`config.mk`:
```
export PLATFORM = sky130hd
export DESIGN_NAME = float_result_buffer_flat
export DESIGN_NICKNAME = d
export VERILOG_FILES = /design/src/rtl/float_result_buffer_if.sv /design/src/rtl/float_result_buffer.sv /design/src/flat_wrapper.sv
export SDC_FILE = /design/constraint.sdc
export NUM_CORES = 1
export LEC_CHECK = 0
export CORE_MARGIN = 5
export CORE_UTILIZATION = 50
export CTS_BUF_LIST = sky130_fd_sc_hd__clkbuf_8
export CTS_CLUSTER_SIZE = 12
export DETAILED_ROUTE_END_ITERATION = 12
export PLACE_DENSITY_LB_ADDON = 0.2
export SLEW_MARGIN = 15
export SYNTH_ARGS = -nofsm -noshare
export SYNTH_HDL_FRONTEND = slang
export SYNTH_SLANG_ARGS = --single-unit
```
`constraint.sdc`:
```
create_clock -name clk -period 2.45 [get_ports clk]
set_input_delay 0.3675 -clock clk [delete_from_list [all_inputs] [get_ports clk]]
set_output_delay 0.3675 -clock clk [all_outputs]
set_load 0.02 [all_outputs]
```
`src/rtl/float_result_buffer_if.sv`:
```
// Valid/ready stream carrying one float_alu result word plus its IEEE exception flags.
// The master drives valid/result/flags and the slave drives ready.
interface float_result_buffer_if;
  logic        valid;
  logic        ready;
  logic [31:0] result;
  logic [4:0]  flags;

  modport master (output valid, output result, output flags, input ready);
  modport slave  (input valid, input result, input flags, output ready);
endinterface

```
`src/rtl/float_result_buffer.sv`:
```
// Result FIFO behind float_alu with first-word fall-through output, sticky fflags-style
// exception accumulation and a one-cycle event pulse on the first set of a masked flag.
module float_result_buffer #(
  parameter int         DEPTH    = 4,
  parameter logic [4:0] IRQ_MASK = 5'b00101
) (
  input  logic                      clk,
  input  logic                      rst,
  float_result_buffer_if.slave      in_if,
  float_result_buffer_if.master     out_if,
  output logic [$clog2(DEPTH):0]    count,
  output logic [4:0]                sticky_flags,
  input  logic                      sticky_clr,
  output logic                      flag_irq
);

  localparam int PW = $clog2(DEPTH);
  localparam int CW = PW + 1;
  localparam logic [CW-1:0] FULL = CW'(DEPTH);

  logic [31:0]   result_mem [DEPTH];
  logic [4:0]    flags_mem  [DEPTH];
  logic [PW-1:0] wr_ptr;
  logic [PW-1:0] rd_ptr;
  logic          push;
  logic          pop;
  logic [4:0]    sticky_base;

  // Ready is derived only from registered occupancy, so a full buffer never accepts
  // even when the consumer pops in the same cycle.
  assign in_if.ready   = !rst && (count != FULL);
  assign out_if.valid  = (count != '0);
  assign push          = in_if.valid && in_if.ready;
  assign pop           = out_if.valid && out_if.ready;
  assign out_if.result = result_mem[rd_ptr];
  assign out_if.flags  = flags_mem[rd_ptr];

  // A clear in the same cycle means this push's flags are compared against an empty history.
  assign sticky_base = sticky_clr ? 5'b00000 : sticky_flags;

  always_ff @(posedge clk) begin
    if (push) begin
      result_mem[wr_ptr] <= in_if.result;
      flags_mem[wr_ptr]  <= in_if.flags;
    end
  end

  always_ff @(posedge clk) begin
    if (rst) begin
      wr_ptr <= '0;
      rd_ptr <= '0;
      count  <= '0;
    end else begin
      if (push) wr_ptr <= wr_ptr + PW'(1);
      if (pop)  rd_ptr <= rd_ptr + PW'(1);
      case ({push, pop})
        2'b10:   count <= count + CW'(1);
        2'b01:   count <= count - CW'(1);
        default: count <= count;
      endcase
    end
  end

  always_ff @(posedge clk) begin
    if (rst) begin
      sticky_flags <= '0;
      flag_irq     <= 1'b0;
    end else begin
      if (push)            sticky_flags <= sticky_base | in_if.flags;
      else if (sticky_clr) sticky_flags <= '0;
      flag_irq <= push && (|(in_if.flags & IRQ_MASK & ~sticky_base));
    end
  end

endmodule

```
`src/flat_wrapper.sv`:
```
// flat-port wrapper written by rule: the top's interface ports become plain ports
module float_result_buffer_flat 
#(
  parameter int         DEPTH    = 4,
  parameter logic [4:0] IRQ_MASK = 5'b00101
)
  (clk, rst, count, sticky_flags, sticky_clr, flag_irq, in_if_valid, in_if_result, in_if_flags, in_if_ready, out_if_valid, out_if_result, out_if_flags, out_if_ready);
  float_result_buffer_if in_if_i ();
  float_result_buffer_if out_if_i ();
  input  logic clk;
  input  logic rst;
  output logic [$clog2(DEPTH):0] count;
  output logic [4:0] sticky_flags;
  input  logic sticky_clr;
  output logic flag_irq;
  input wire logic [$bits(in_if_i.valid)-1:0] in_if_valid;
  input wire logic [$bits(in_if_i.result)-1:0] in_if_result;
  input wire logic [$bits(in_if_i.flags)-1:0] in_if_flags;
  output wire logic [$bits(in_if_i.ready)-1:0] in_if_ready;
  output wire logic [$bits(out_if_i.valid)-1:0] out_if_valid;
  output wire logic [$bits(out_if_i.result)-1:0] out_if_result;
  output wire logic [$bits(out_if_i.flags)-1:0] out_if_flags;
  input wire logic [$bits(out_if_i.ready)-1:0] out_if_ready;
  assign in_if_i.valid = in_if_valid;
  assign in_if_i.result = in_if_result;
  assign in_if_i.flags = in_if_flags;
  assign in_if_ready = in_if_i.ready;
  assign out_if_valid = out_if_i.valid;
  assign out_if_result = out_if_i.result;
  assign out_if_flags = out_if_i.flags;
  assign out_if_i.ready = out_if_ready;
  float_result_buffer #(.DEPTH(DEPTH), .IRQ_MASK(IRQ_MASK)) u_core (.clk(clk), .rst(rst), .in_if(in_if_i), .out_if(out_if_i), .count(count), .sticky_flags(sticky_flags), .sticky_clr(sticky_clr), .flag_irq(flag_irq));
endmodule
```
==> flow_summary.json, run 1 <==
{
  "cp_data_arrival_time_ns": 2.71,
  "slew_viol_final": 0,
  "final_cell_mix": "edfxtp_1 (148), clkdlybuf4s50_1 (51), dlygate4sd2_1 (38)",
  "max_slew.worst_pin.slew_ns": 0.461,
  "clock-root-buffer": "clkbuf_8",
  "use_met1_pct": 20.7,
  "finalSetupViolations": 0,
  "peakVddDrop_v": 0.000505,
  "final_area_um2": 7630,
  "startpoint_type": "register",
  "synth-seq-cells": 163,
  "final_nets": 439,
  "outcome": "completed",
  "crit_top_cell": "inv_1",
  "top_usage_layer": "met2",
  "cpMaxStageDelayCell": "or3_2",
  "fin_ws_ns": 0.101,
  "synth_top_family_by_area": "multiplexers",
  "yosysWarningCount": 0,
  "fmax_ghz": 0.426,
  "synth_compound_area_share_pct": 1.63,
  "period_minus_slack_ns": 2.35,
  "p_total_w": 0.00702,
  "worstReg2RegStart": "u_core.count[2]$_SDFFE_PP0P_",
  "muxShareOfSynthArea_pct": 13.8,
  "finalNonFillerCells": 550,
  "slew_headroom_pct": 68.9,
  "finClkSkew_ns": 0.00847,
  "layout_commonest_cell": "edfxtp_1",
  "ys_seq_area_share_pct": 78.4,
  "post_drt_wl_per_cell_um": 19.2,
  "grt_pass1_wl_um": 17100,
  "dpl_cell_area_um2": 7270,
  "grt_max_degree": 24,
  "firstDrtPassIters": 4,
  "required_ns": 2.81,
  "regToRegEndpoint": "u_core.count[2]$_SDFFE_PP0P_",
  "grt_usage_pct": 16.0,
  "end_kind": "register",
  "drive_above_1_share_pct": 25.1,
  "tns_ns": 0,
  "core_region_area_um2": 12000,
  "cts.sinks": 163,
  "synth-simple-area-share_pct": 2.75,
  "power.leakage_nw": 2.54,
  "cts.htree.levels": 4,
  "die_y_um": 120,
  "start_util_pct": 50.6,
  "vias": 2957,
  "synth_area_per_cell_um2": 22.2,
  "grt.overflow.total": 0,
  "worstSetupPathType": "register to register",
  "clockBufferDepth": 2,
  "clk_latency_ns": 0.43,
  "hold_violations": 0,
  "crit_chain": "or3b_4 -> and3b_2 -> inv_1 -> ha_2 -> inv_1 -> fa_2 -> xor2_1 -> or3_2 -> a21oi_2",
  "gp_congestion": 0.736,
  "drcViolationCount": 0,
  "die_w_um": 120,
  "antenna_found_initial": 0,
  "wirelength_um": 10600,
  "cts_buffers": 17,
  "endpoint": "u_core.count[2]$_SDFFE_PP0P_",
  "routed_via_density": 5.38,
  "synth_xor_area_share_pct": 0.579,
  "timing.final.crit_share_pct": 95.9,
  "place_hpwl_um": 6610,
  "area_growth_syn_to_layout_pct": 26.1,
  "ant_nets": 0,
  "synth_area_um2": 6050,
  "n_fill_cell": 855,
  "grt_setup_unrepaired": "false",
  "place_ws_ns": -0.0567,
  "rows": 40,
  "rrSetupSlack_ns": 0.10,
  "startpoint": "u_core.count[2]$_SDFFE_PP0P_",
  "yosysUniqueCellTypes": 27,
  "cts_tree": "built",
  "placed_cells": 517,
  "syn_nets": 320,
  "syn_inst": 272,
  "ios": 90,
  "cts.clk_slew.worst_paths_ns": 0.08,
  "grtUsageMet2_pct": 25.2,
  "reg2regPathDepth": 9,
  "num_antenna_cells": 0,
  "grt.met3_usage_pct": 4.85,
  "dieArea_um2": 14400,
  "cellPowerDensity_nw_per_um2": 920,
  "portBuffers": 89,
  "hold_path.class": "register to register",
  "grt_pass1_vias": 3221,
  "critical_path.max_fanout": 4,
  "synth_fa_ha_area_share_pct": 1.36,
  "maxCapViolations": 0,
  "cpPeakStageDelay_ns": 0.42,
  "drtIter0Drc": 175
}
-- repair_timing --
| item | 4_1_cts | 5_1_grt |
|---|---|---|
| setup buffers | 0 | 2 |
| setup endpoints to repair | 38 | 1 |
| gates resized for setup | 38 | 5 |
| hold buffers | 0 | 0 |
-- where the power goes --
| part | internal [W] | switching [W] | leakage, nW | total [W] |
|---|---|---|---|---|
| clock | 0.000978 | 0.000878 | 0.196 | 0.00186 |
| combinational | 0.000943 | 0.000961 | 0.873 | 0.00190 |
| sequential | 0.00320 | 0.0000604 | 1.47 | 0.00326 |
-- per-layer routing --
metal,up-vias,wire length [um]
met5,-,0
met4,0,236
met3,19,467
met2,89,5060
met1,1508,4790
li1,1341,-
-- synthesized netlist by cell type (all sizes together) --
cell type / n / area [um2]
edfxtp: 148 / 4440
mux4: 37 / 833
and2: 4 / 25.0
clkbuf: 3 / 11.3
buf: 8 / 56.3
nand3: 7 / 35.0
a31oi: 1 / 6.26
xor2: 3 / 26.3
o311ai: 1 / 8.76
a21o: 2 / 15.0
fa: 1 / 20.0
and3b: 1 / 10.0
inv: 6 / 22.5
o31a: 1 / 10.0
nand2b: 7 / 43.8
nor2: 6 / 22.5
dfxtp: 15 / 300
nor2b: 1 / 6.26
xnor2: 1 / 8.76
ha: 5 / 62.6
or3: 2 / 15.0
or3b: 1 / 8.76
a21oi: 9 / 48.8
o21ai: 2 / 10.0
-- registers in the layout, summed over array words and instances (netlist names), named ones only --
register             cells
u_core.count             3
u_core.flag_irq          1
u_core.flags_mem        20
u_core.rd_ptr            2
u_core.result_mem      128
u_core.sticky_flags      5
u_core.wr_ptr            2
-- cells by family after synthesis --
family	Yosys count
buffers and inverters	17
DFF	163
xor gates and xnor gates	4
and+or+nand+nor	29
AOI/OAI and AO/OA	16
adders and majority gates	6
muxes	37
-- cell type report --
type	instances	area [um2]	area share, %
flip-flops and latches	163	4750	62.3
inverters	6	22.5	0.295
clock inverters	14	148	1.94
well taps	147	184	2.41
clock buffers	17	234	3.07
multi-input cells	92	1230	16.2
repair buffers	111	1060	13.9
-- critical path: cells and delay by family (launching register included) --
kind	cells	cell delay, ns
AND/OR/NAND/NOR	3	1.00
AO/OA/AOI/OAI	1	0.14
flip-flops	1	0.36
XOR/XNOR	1	0.16
adder cells (fa/ha/maj)	2	0.50
buffers and inverters	2	0.12
-- through the flow --
step / util, % / hold WS [ns]
after global routing: 63.8 / 0.500
final: 63.8 / 0.480
after global placement: 60.8 / 0.461
after CTS: 63.5 / 0.481
after floorplan: - / 0.429
after detailed placement: 60.8 / 0.465
-- how the worst min path moves through the flow --
| stage | from | end | slack, ns | cells after the start |
|---|---|---|---|---|
| after floorplan | rst | u_core.count[2]$_SDFFE_PP0P_ | 0.43 | 1 |
| after global placement | u_core.sticky_flags[3]$_SDFF_PP0_ | u_core.sticky_flags[3]$_SDFF_PP0_ | 0.46 | 2 |
| after detailed placement | u_core.sticky_flags[1]$_SDFF_PP0_ | u_core.sticky_flags[1]$_SDFF_PP0_ | 0.47 | 2 |
| after CTS | u_core.sticky_flags[1]$_SDFF_PP0_ | u_core.sticky_flags[1]$_SDFF_PP0_ | 0.48 | 2 |
| after global routing | u_core.sticky_flags[1]$_SDFF_PP0_ | u_core.sticky_flags[1]$_SDFF_PP0_ | 0.50 | 2 |
| final | u_core.sticky_flags[3]$_SDFF_PP0_ | u_core.sticky_flags[3]$_SDFF_PP0_ | 0.48 | 2 |
Power figures use the tool's default switching activity.
==> run 2, diff against run 1 <==
--- a/config.mk
+++ b/config.mk
@@ -5,6 +5,7 @@
 export SDC_FILE = /design/constraint.sdc
 export NUM_CORES = 1
 export LEC_CHECK = 0
+export ABC_CLOCK_PERIOD_IN_PS = 2450
 export CORE_MARGIN = 5
 export CORE_UTILIZATION = 50
 export CTS_BUF_LIST = sky130_fd_sc_hd__clkbuf_8
==> results of run 2 <==
Final layout, timing and power as in run 1 (identical DEF).
==> run 3, diff against run 2 <==
--- a/config.mk
+++ b/config.mk
@@ -6,11 +6,12 @@
 export NUM_CORES = 1
 export LEC_CHECK = 0
 export ABC_CLOCK_PERIOD_IN_PS = 2450
-export CORE_MARGIN = 5
-export CORE_UTILIZATION = 50
+export CORE_MARGIN = 2
+export CORE_UTILIZATION = 59
 export CTS_BUF_LIST = sky130_fd_sc_hd__clkbuf_8
 export CTS_CLUSTER_SIZE = 12
 export DETAILED_ROUTE_END_ITERATION = 12
+export DONT_BUFFER_PORTS = 1
 export PLACE_DENSITY_LB_ADDON = 0.2
 export SLEW_MARGIN = 15
 export SYNTH_ARGS = -nofsm -noshare
==> run 3 against run 2 <==
  * Die area fell by 23%
  * Clock power barely moved
  * Global-route usage rose by 3.0 points
  * Clock skew rose by 0.0013 ns
  * Via count fell by 6.8%
  * Sequential power barely moved
  * Cell count fell by 14%
  * Hold slack got worse by 0.42 ns
  * Sequential share of layout area rose by 4.9 points
  * Cell area fell by 7.3%
  * Register-to-register slack got worse by 0.03 ns
  * Flip-flop and latch count did not move
  * Largest cell class unchanged
  * Largest power group unchanged
==> flow_summary.json, run 3 (synthesis results as in run 1) <==
{
  "dieArea_um2": 11100,
  "utilization_pct": 71.7,
  "post_drt_wl_per_cell_um": 21.3,
  "min_from": "in_if_valid",
  "cts.clk_slew.worst_paths_ns": 0.09,
  "largest_register_ffs": 128,
  "outcome": "completed",
  "grt_usage_pct": 19.1,
  "final_cell_mix": "edfxtp_1 (148), dlygate4sd3_1 (38), mux4_2 (37)",
  "max_slew.worst_pin.slew_ns": 0.985,
  "worstReg2RegStart": "u_core.count[1]$_SDFFE_PP0P_",
  "drtIter0Drc": 124,
  "core_region_area_um2": 9860,
  "regToRegEndpoint": "u_core.count[2]$_SDFFE_PP0P_",
  "fmax_ghz": 0.420,
  "peakVddDrop_v": 0.000625,
  "power.leakage_nw": 2.25,
  "hold_violations": 0,
  "required_ns": 2.82,
  "area_growth_syn_to_layout_pct": 16.9,
  "holdPathStages": 2,
  "reg2regPathDepth": 9,
  "drive_above_1_share_pct": 26.7,
  "clockBufferDepth": 2,
  "start_util_pct": 61.3,
  "slew_headroom_pct": 34.4,
  "p_sw_share_pct": 28.2,
  "grt_max_degree": 38,
  "grt.overflow.total": 0,
  "antenna_found_initial": 0,
  "die_w_um": 105,
  "p_comb_share_pct": 22.5,
  "power.internal_w": 0.00480,
  "cellPowerDensity_nw_per_um2": 945,
  "drcViolationCount": 0,
  "multi_input_area_um2": 1220,
  "vias": 2756,
  "p_total_w": 0.00668,
  "grt_pass1_wl_um": 15400,
  "period_minus_slack_ns": 2.38,
  "final_nets": 376,
  "startpoint_type": "register",
  "portBuffers": 0,
  "finalNonFillerCells": 474,
  "critical_path.max_fanout": 2,
  "placed_cells": 403,
  "die_y_um": 105,
  "holdWs_ns": 0.0645,
  "layout_commonest_cell": "edfxtp_1",
  "holdPathEnd": "u_core.sticky_flags[1]$_SDFF_PP0_",
  "cts.sinks": 163,
  "grt_pass1_vias": 2916,
  "end_kind": "register",
  "slew_viol_final": 0,
  "wirelength_um": 10100,
  "dpl_cell_area_um2": 6290,
  "place_hpwl_um": 5830,
  "rrSetupSlack_ns": 0.07,
  "ant_nets": 0,
  "clock-root-buffer": "clkbuf_8",
  "power_switching_w": 0.00189,
  "cts_tree": "built",
  "p_seq_share_pct": 49.2,
  "num_antenna_cells": 0,
  "largest-register": "u_core.result_mem",
  "finClkSkew_ns": 0.00979,
  "n_fill_cell": 610,
  "clk_latency_ns": 0.44,
  "final_area_um2": 7070,
  "ios": 90,
  "timing.final.crit_share_pct": 97.2,
  "firstDrtPassIters": 4,
  "cts_buffers": 17,
  "cp_data_arrival_time_ns": 2.75,
  "worstSetupPathType": "register to register",
  "cts.htree.levels": 4,
  "clkPwrFrac_pct": 28.3,
  "maxCapViolations": 0,
  "ff_latch_area_um2": 4750,
  "top_regs": "u_core.result_mem (128), u_core.flags_mem (20), u_core.sticky_flags (5)",
  "hold_path.class": "primary input to register",
  "rows": 36,
  "gp_congestion": 0.749,
  "routed_via_density": 5.81,
  "finalSetupViolations": 0
}
## run 3: cell count changes in the layout (fill, tap and decap cells not counted), sizes merged, moves of 2 or more
| cell | delta |
|---|---|
| buf | -12 |
| clkbuf | +2 |
| clkdlybuf4s50 | -51 |
| clkinv | -2 |
| clkinvlp | -2 |
| dlygate4sd2 | -38 |
| dlygate4sd3 | +38 |
| inv | +4 |
## run 3: area by class of cell
cell class	instances	area share, %
clock inverters	13	1.88
multi-input cells	92	17.3
well taps	133	2.35
inverters	6	0.318
repair buffers	48	7.32
flip-flops and latches	163	67.1
clock buffers	19	3.70
## run 3: per-layer routing
| layer | up-vias | global-route usage, % | part of all wire (%) |
|---|---|---|---|
| met3 | 13 | 7.11 | 6.5 |
| met4 | 0 | 7.24 | 1.3 |
| li1 | 1223 | - | - |
| met2 | 89 | 30.9 | 51 |
| met1 | 1431 | 23.6 | 41 |
| met5 | - | 0 | 0 |
## run 3: worst max path at each step
stage,to,startpoint,cells after the start
floorplan,u_core.count[2]$_SDFFE_PP0P_,u_core.count[0]$_SDFFE_PP0P_,9
global placement,u_core.count[2]$_SDFFE_PP0P_,u_core.count[0]$_SDFFE_PP0P_,9
detailed placement,u_core.count[2]$_SDFFE_PP0P_,u_core.count[0]$_SDFFE_PP0P_,9
CTS,u_core.count[2]$_SDFFE_PP0P_,u_core.count[0]$_SDFFE_PP0P_,9
global route,u_core.count[2]$_SDFFE_PP0P_,u_core.count[1]$_SDFFE_PP0P_,9
finish,u_core.count[2]$_SDFFE_PP0P_,u_core.count[1]$_SDFFE_PP0P_,9
## run 3: worst max-delay path: stages (launching register included)
cell	delay [ns]
dfxtp_1	0.32
or3b_1	0.38
and3b_2	0.24
inv_2	0.07
ha_2	0.18
inv_1	0.05
fa_1	0.37
xor2_1	0.15
or3_2	0.41
a21oi_1	0.15
## run 3: repair_timing
item | in CTS | in global routing
gates resized for setup | 0 | 2
buffers inserted | 0 | 1
setup endpoints to repair | 0 | 1
endpoints found under the hold margin | 162 | 0
hold buffers | 38 | 0
## run 3: power groups by stage
| stage | Sequential [W] | Combinational (W) | Clock, W |
|---|---|---|---|
| detailed placement | 0.00335 | 0.00144 | 0 |
| global route | 0.00330 | 0.00161 | 0.00204 |
| global placement | 0.00335 | 0.00144 | 0 |
| finish | 0.00329 | 0.00150 | 0.00189 |
| CTS | 0.00329 | 0.00153 | 0.00193 |
| floorplan | 0.00334 | 0.00119 | 0 |
## run 3: metrics by stage
step                      setup slack (ns)  setup TNS, ns
after global routing              -0.00675       -0.00675
final                               0.0677              0
after CTS                           0.0135              0
after floorplan                     0.0182              0
after global placement              0.0969              0
after detailed placement            0.0445              0
